### config.mk
export PLATFORM = sky130hd
export DESIGN_NAME = stage_fetch
export DESIGN_NICKNAME = d
export VERILOG_FILES = /design/src/rtl/stage_fetch.sv
export SDC_FILE = /design/constraint.sdc
export NUM_CORES = 1
export LEC_CHECK = 0
export ABC_AREA = 0
export CELL_PAD_IN_SITES_DETAIL_PLACEMENT = 2
export CELL_PAD_IN_SITES_GLOBAL_PLACEMENT = 2
export CORE_MARGIN = 1.5
export CORE_UTILIZATION = 31
export DETAILED_ROUTE_END_ITERATION = 16
export PLACE_DENSITY_LB_ADDON = 0.2
export SETUP_SLACK_MARGIN = 0.2
export SYNTH_ARGS = -nofsm -noshare
export SYNTH_HDL_FRONTEND = slang
export SYNTH_SLANG_ARGS = --single-unit
### constraint.sdc
create_clock -name clk -period 6.6 [get_ports clk]
set_clock_uncertainty 0.2 [all_clocks]
set_input_delay 1.65 -clock clk [delete_from_list [all_inputs] [get_ports clk]]
set_output_delay 1.65 -clock clk [all_outputs]
set_load 0.01 [all_outputs]
### src/rtl/stage_fetch.sv
// Instruction fetch stage: PC, in-order imem requests, instruction FIFO and decode-facing outputs.
// Optional FE_BYPASS_EN: a response that finds the FIFO empty goes straight to the output registers.
module stage_fetch #(
  parameter int                     FIFO_DEPTH  = 4,
  parameter int                     INST_ADDR_W = 32,
  parameter int                     INST_W      = 32,
  parameter logic [INST_ADDR_W-1:0] RESET_PC    = '0
) (
  input  logic                   clk,
  input  logic                   rst_n,
  input  logic                   en,
  input  logic                   stall,
  input  logic                   redirect,
  input  logic [INST_ADDR_W-1:0] redirect_pc,
  output logic                   imem_req,
  output logic [INST_ADDR_W-1:0] imem_addr,
  input  logic                   imem_ready,
  input  logic                   imem_rvalid,
  input  logic [INST_W-1:0]      imem_rdata,
  output logic [INST_W-1:0]      out_inst,
  output logic [INST_ADDR_W-1:0] out_pc,
  output logic                   out_flush
);

  localparam int PTR_W = $clog2(FIFO_DEPTH);
  localparam int CNT_W = $clog2(FIFO_DEPTH + 1);
  localparam logic [INST_W-1:0]      NOP_INST = INST_W'(32'h0000_0013);
  localparam logic [INST_ADDR_W-1:0] PC_STEP  = INST_ADDR_W'(4);

  logic [INST_ADDR_W-1:0] r_pc;
  logic [INST_ADDR_W-1:0] r_resp_pc;
  logic [INST_W-1:0]      r_fifo_inst [FIFO_DEPTH];
  logic [INST_ADDR_W-1:0] r_fifo_pc   [FIFO_DEPTH];
  logic [PTR_W-1:0]       r_wr_ptr;
  logic [PTR_W-1:0]       r_rd_ptr;
  logic [CNT_W-1:0]       r_count;
  logic [CNT_W-1:0]       r_outstanding;
  logic [CNT_W-1:0]       r_drop_cnt;
  logic [INST_W-1:0]      r_out_inst;
  logic [INST_ADDR_W-1:0] r_out_pc;
  logic                   r_out_flush;

  logic [CNT_W:0]   w_inflight;
  logic             w_credit;
  logic             w_accept;
  logic             w_redirect;
  logic             w_drop;
  logic             w_resp;
  logic             w_advance;
  logic             w_fifo_empty;
  logic             w_bypass;
  logic             w_push;
  logic             w_pop;
  logic [CNT_W-1:0] w_outstanding_next;

  // Credit counts buffered plus in-flight words, so a response always finds a free slot.
  assign w_inflight = {1'b0, r_count} + {1'b0, r_outstanding};
  assign w_credit   = w_inflight < (CNT_W + 1)'(FIFO_DEPTH);
  assign imem_req   = rst_n && en && !redirect && w_credit;
  assign imem_addr  = r_pc;
  assign w_accept   = imem_req && imem_ready;

  assign w_redirect   = en && redirect;
  assign w_drop       = imem_rvalid && (w_redirect || (r_drop_cnt != '0));
  assign w_resp       = imem_rvalid && !w_drop;
  assign w_advance    = en && !stall && !w_redirect;
  assign w_fifo_empty = (r_count == '0);

`ifdef FE_BYPASS_EN
  assign w_bypass = w_resp && w_advance && w_fifo_empty;
`else
  assign w_bypass = 1'b0;
`endif

  assign w_push = w_resp && !w_bypass;
  assign w_pop  = w_advance && !w_fifo_empty;

  assign w_outstanding_next = r_outstanding + CNT_W'(w_accept) - CNT_W'(imem_rvalid);

  // NOTE: the FIFO storage has no reset; r_count gates every read, so stale contents are never seen.
  always_ff @(posedge clk) begin
    if (w_push) begin
      r_fifo_inst[r_wr_ptr] <= imem_rdata;
      r_fifo_pc[r_wr_ptr]   <= r_resp_pc;
    end
  end

  always_ff @(posedge clk or negedge rst_n) begin
    if (!rst_n) begin
      r_pc          <= RESET_PC;
      r_resp_pc     <= RESET_PC;
      r_wr_ptr      <= '0;
      r_rd_ptr      <= '0;
      r_count       <= '0;
      r_outstanding <= '0;
      r_drop_cnt    <= '0;
      r_out_inst    <= NOP_INST;
      r_out_pc      <= RESET_PC;
      r_out_flush   <= 1'b1;
    end else begin
      r_outstanding <= w_outstanding_next;
      if (w_redirect) begin
        // Every word still in flight belongs to the wrong path, including any returning now.
        r_pc        <= redirect_pc;
        r_resp_pc   <= redirect_pc;
        r_wr_ptr    <= '0;
        r_rd_ptr    <= '0;
        r_count     <= '0;
        r_drop_cnt  <= w_outstanding_next;
        r_out_flush <= 1'b1;
      end else begin
        if (w_accept) r_pc <= r_pc + PC_STEP;
        if (w_drop)   r_drop_cnt <= r_drop_cnt - CNT_W'(1);
        if (w_resp)   r_resp_pc <= r_resp_pc + PC_STEP;
        if (w_push)   r_wr_ptr <= r_wr_ptr + PTR_W'(1);
        if (w_pop)    r_rd_ptr <= r_rd_ptr + PTR_W'(1);
        r_count <= r_count + CNT_W'(w_push) - CNT_W'(w_pop);
        if (w_advance) begin
          if (!w_fifo_empty) begin
            r_out_inst  <= r_fifo_inst[r_rd_ptr];
            r_out_pc    <= r_fifo_pc[r_rd_ptr];
            r_out_flush <= 1'b0;
          end else if (w_bypass) begin
            r_out_inst  <= imem_rdata;
            r_out_pc    <= r_resp_pc;
            r_out_flush <= 1'b0;
          end else begin
            r_out_flush <= 1'b1;
          end
        end
      end
    end
  end

  assign out_inst  = r_out_inst;
  assign out_pc    = r_out_pc;
  assign out_flush = r_out_flush;

endmodule

# Word level (Yosys, flattened, before mapping)
# Memories as Yosys holds them, arrays and structs flattened. A register that Yosys moved wholly into a read port is not among the register bits.
# Cells that the tools add are included.
[word_totals] inputBits=71 ff_bits=78 ramBits=256 elab_cells=65 rom_bits=0 latchBits=0 n_memories=2 output_inout_bits=98
[classes] n_reduce_logical=26 mul=0 bitwise_logic=2 n_shift=0 n_addsub=10 div=0 n_lt_le_gt_ge=1 n_eq_ne=0 n_mux=16
[mem_list] memory="r_fifo_inst" depth=4 word_bits=32 read_ports=1 rd_ports_with_merged_regs=1 write_ports=1 line="32" text="logic [INST_W-1:0] r_fifo_inst [FIFO_DEPTH];"
[mem_list] memory="r_fifo_pc" depth=4 word_bits=32 read_ports=1 rd_ports_with_merged_regs=1 write_ports=1 line="33" text="logic [INST_ADDR_W-1:0] r_fifo_pc [FIFO_DEPTH];"
[ops] op="32-bit 2-to-1 mux" count=4
[ops] op="32-bit by 3-bit adder with 32-bit output, second input constant" count=2
[ops] op="1-bit logical AND" count=10
[ops] op="2-bit nonzero test" count=5
[ops] op="3-bit 2-to-1 mux" count=3
[ops] op="2-bit 2-to-1 mux" count=4
[ops] op="1-bit zero test" count=7
[ops] op="3-bit by 1-bit adder with 3-bit output" count=2
[ops] op="3-bit by 1-bit subtractor with 3-bit output" count=2
[ops] op="1-bit 2-to-1 mux" count=5
[ops] op="2-bit by 1-bit adder with 2-bit output, second input constant" count=2
[ops] op="3-bit by 3-bit adder with 4-bit output" count=1
[ops] op="4-bit by 3-bit less-than comparator with 1-bit output, second input constant" count=1
[ops] op="3-bit zero test" count=1
[ops] op="3-bit AND reduction" count=1
[ops] op="3-bit nonzero test" count=1
[ops] op="3-bit by 1-bit subtractor with 3-bit output, second input constant" count=1
[ops] op="1-bit inverter" count=2
[ops] op="1-bit logical OR" count=1

# Longest topological paths before layout
[depth] depth_word=8 ltp_mapped=14 ltp_nobuf=13

# Least setup slack after synthesis
# No wires, ideal clock.
[synth_path] path_kind="in2reg" startpoint="input en" endpoint="memory r_fifo_inst[0][0] (enable)" stages=5 setup_ns=0.429 required_ns=5.971 path_buffers=2 t_arrival_ns=3.933 setup_slack_ns=2.038 path_cell_list="and2_1 -> buf_2 -> nor2_1 -> buf_2 -> and2_1"
[synth_via] elab_chain_cells=7
[synth_lines] item="from (decl)" line="11" text="input logic en,"
[synth_lines] item="1-bit logical AND" line="63" text="assign w_redirect = en && redirect;"
[synth_lines] item="1-bit logical OR" line="64" text="assign w_drop = imem_rvalid && (w_redirect || (r_drop_cnt != '0));"
[synth_lines] item="1-bit logical AND" line="64"
[synth_lines] item="1-bit zero test" line="65" text="assign w_resp = imem_rvalid && !w_drop;"
[synth_lines] item="1-bit logical AND" line="65"
[synth_lines] item="1-bit 2-to-1 mux" line="82" text="if (w_push) begin"
[synth_lines] item="1-bit 2-to-1 mux (not written as such)" line="83" text="r_fifo_inst[r_wr_ptr] <= imem_rdata;"
[synth_lines] item="to (decl)" line="32"
# No other way between the ends.

# Final worst setup path
[layout_path] startpoint="input redirect" endpoint="output imem_req"
[layout_via] elab_chain_cells=3
[layout_lines] item="from (decl)" line="13" text="input logic redirect,"
[layout_lines] item="1-bit zero test" line="59" text="assign imem_req = rst_n && en && !redirect && w_credit;"
[layout_lines] item="1-bit logical AND (2 in series)" line="59"
[layout_lines] item="to (decl)" line="15" text="output logic imem_req,"
# No other way between the ends.

==> impl_results.md <==
- Transition at the pin with the smallest max-transition slack: 1.09 ns
- GRT Util Overall: 15.7%
- Share of final-layout standard cells stronger than drive strength 1: 20.2%
- Leakage: 6.75 nW
- CTS Root Buffer Type: sky130_fd_sc_hd__clkbuf_16
- Total power per unit cell area: 389 nW/um2
- Number of fillers in the final layout: 4938
- Chip Height: 229 um
- Number of DRC markers after the initial detailed-route iteration: 463
- Half-perimeter wire length after detailed placement: 25.4 mm
- WHS: 0.285 ns
- Drt pass-1 iters: 4
- Setup slack after placement: 1.47 ns
- Max Cap Violations: 0
- Highest-delay cell along the critical path: sky130_fd_sc_hd__clkdlybuf4s50_1
- Max-slew violation count: 0
- Count of instances resized after the clock tree is built: 0
- Maximum fanout along the worst path: 4
- Share of total power in sequential cells: 44.7%
- Time the final worst path needs with I/O delays and setup: 5.11 ns
- Class of the most critical setup path: in -> out
- Number of antenna-violating nets in the routed design: 0
- Final worst setup slack: 1.49 ns
- Number of hold-slack violations in the final timing report: 0
- Area occupied by multi-input gates: 4440 um2
- Max Freq: 196 MHz
- Highest layer used for signal routing: met4
- Synth Instances: 925
- Final Instance Count excl. Fillers: 1815
- Highest-count cells in the layout ignoring fill and taps: sky130_fd_sc_hd__edfxtp_1 (256), sky130_fd_sc_hd__clkdlybuf4s50_1 (167), sky130_fd_sc_hd__dfrtp_1 (134), sky130_fd_sc_hd__mux4_2 (64), sky130_fd_sc_hd__mux2_2 (64)
- Detail-routed via count per cell: 4.85
- CTS sink cnt: 396
- Post-synthesis sequential element count: 396
- Async set-or-reset flop fraction in the synthesized netlist: 35.4%
- Number of synthesized flops with an enable pin: 256
- Register area: 11200 um2
- Cts hold-fix bufs: 0
- Syn avg cell area: 17.1 um2
- Clock slew seen by the registers of the worst setup and hold paths: 0.06 ns
- Worst-case vdd ir drop: 0.000162 V
- Count of input and output buffers: 168
- Worst Path Arrival: 3.26 ns
- Number of warnings printed during yosys synthesis: 0
- First-pass GRT wire length: 62.3 mm
- Class of the worst hold path: reg -> reg
- Final clock period utilization by the worst path: 77.4%
- P_int: 5.61 mW
- Switching share of power: 27.2%
- TritonCTS clock tree: built
- TritonCTS buffer count: 45
- Post-Place Cells: 1731
- Placed standard-cell area: 18300 um2
- Total number of placement rows: 82
- Kind of end point of the critical path: primary output
- Avg WL per Cell: 22.1 um
- Total negative setup slack: 0 ns
- WL met3: 1.54 mm
- Clock latency reported for the late side of the worst-skew pair: 0.57 ns
- Post-layout total power: 7.71 mW
- Number of post-CTS setup repair buffers: 0
- Clock power share: 33.4%
- Number of antenna violations at the first check in global routing: 0
- DRC errors left: 0
- Diodes inserted: 0
- Die area: 52500 um2
- Final RePlAce weighted congestion: 0.757
- Layout area overhead: 24.9%
- Most frequent cell on the critical path: sky130_fd_sc_hd__clkdlybuf4s50_1
- Pin count of the biggest net entering global routing: 72
- Sequential cell area fraction in the yosys report: 70.6%
- Vias in the first global route: 9906
- Most common cell after layout, fill and taps aside: sky130_fd_sc_hd__edfxtp_1
- Critical Path Max Stage Delay: 0.55 ns
- Proportion of power drawn by combinational gates: 22.0%
- Routed wire length: 40.1 mm
- Worst-case clock buffer depth: 3
- Critical Path, Cell by Cell: clkdlybuf4s50_1, and4bb_1, and3_1, clkdlybuf4s50_1
- Via count: 8794
- Total met2 wirelength after detailed routing: 19.8 mm
- Startpoint type of the worst setup path: input port
- Max transition margin: 27.2%
- Met1 Routed Length: 18.0 mm
- Worst endpoint required time: 4.75 ns
- Final core utilization: 39.4%
- Io pins: 169
- Max H-tree Level: 2
- Net switching power figure: 2.10 mW
- Number of setup violations in the final report: 0
- Result of the run: complete, no violations
- Final Net Count: 1193
- Unrepaired setup endpoints after global routing: false
- Number of nets in the synthesized netlist: 1012
- Die Span X: 229 um
- Final standard cell area without fillers: 19800 um2
- Cell area after technology mapping: 15900 um2
- Core area: 50300 um2
- Initial core utilization: 31.5%
- Overall overflow remaining after global route: 0
- Number of library cell types mapped by synthesis: 47
- Top FF cell, synth: sky130_fd_sc_hd__edfxtp_1
[registers in the layout (all words and copies together) (netlist names)]
name and cells:
out_inst 32, r_rd_ptr 2, r_resp_pc 31, r_count 3
out_flush 1, r_fifo_inst 128, r_wr_ptr 2, out_pc 32
r_drop_cnt 3, r_outstanding 3, imem_addr 31, r_fifo_pc 128
[cell type report]
cell class                 count  share of cell area, %
sequential                   396                   56.6
timing repair buffer         176                   8.80
inverter                      15                  0.284
multi-input combinational    472                   22.4
clock inverter                23                   1.26
tap                          672                   4.24
clock buffer                  61                   6.46
[cells by family (layout without fill, tap and decap cells)]
family,after synthesis,count (layout),synth area share [%]
flops,396,396,70.6
simple gates,194,194,7.06
mux,130,130,13.8
compound gates,73,73,2.41
xor+xnor,59,59,3.26
buf+inv,57,275,1.55
fa+ha+maj,16,16,1.36
[critical path: cells and delay by family]
| kind | cells | cell delay (ns) |
|---|---|---|
| buf+inv | 2 | 1.05 |
| simple gates | 2 | 0.57 |
[synthesized netlist by cell type (all sizes together), types with 2 or more instances]
cell type	n	area, um2
a21oi	55	275
a31oi	6	37.5
and2	10	62.6
and3	10	63.8
and4	12	105
buf	20	106
clkbuf	22	83.8
dfrtp	136	3400
dfstp	4	105
edfxtp	256	7690
fa	2	40.0
ha	14	175
inv	15	56.3
mux2	64	721
mux2i	2	20.0
mux4	64	1440
nand2	42	158
nand3	17	90.1
nand4	27	190
nor2	42	158
nor3	9	45.0
nor4	13	130
nor4b	2	32.5
o21ai	9	45.0
or3	6	37.5
xnor2	25	219
xor2	34	298
[power groups by stage]
stage	Sequential, mW	Clock [mW]	Combinational [mW]
floorplan	3.45	0	0.889
finish	3.45	2.57	1.69
global route	3.52	2.74	1.85
detailed placement	3.51	0	1.74
global placement	3.49	0	1.71
CTS	3.47	2.66	1.75
[routing by layer]
metal | up-vias | GRT usage (%)
met5 | - | 0
met4 | 0 | 3.89
met3 | 56 | 3.14
met2 | 175 | 26.3
met1 | 4643 | 20.9
li1 | 3920 | -
[final timing paths]
kind,start,to,slack [ns],depth (start not counted)
worst max-delay path,redirect,imem_req,1.49,4
worst min-delay path,out_flush,out_flush,0.28,2
worst max register to register,r_count[2],r_drop_cnt[2],3.06,11
worst min register to register,out_flush,out_flush,0.28,2
max in group asynchronous,rst_n,r_rd_ptr[1],4.17,2
min in group asynchronous,rst_n,out_inst[20],0.82,1
(Power assumes the default switching activity.)
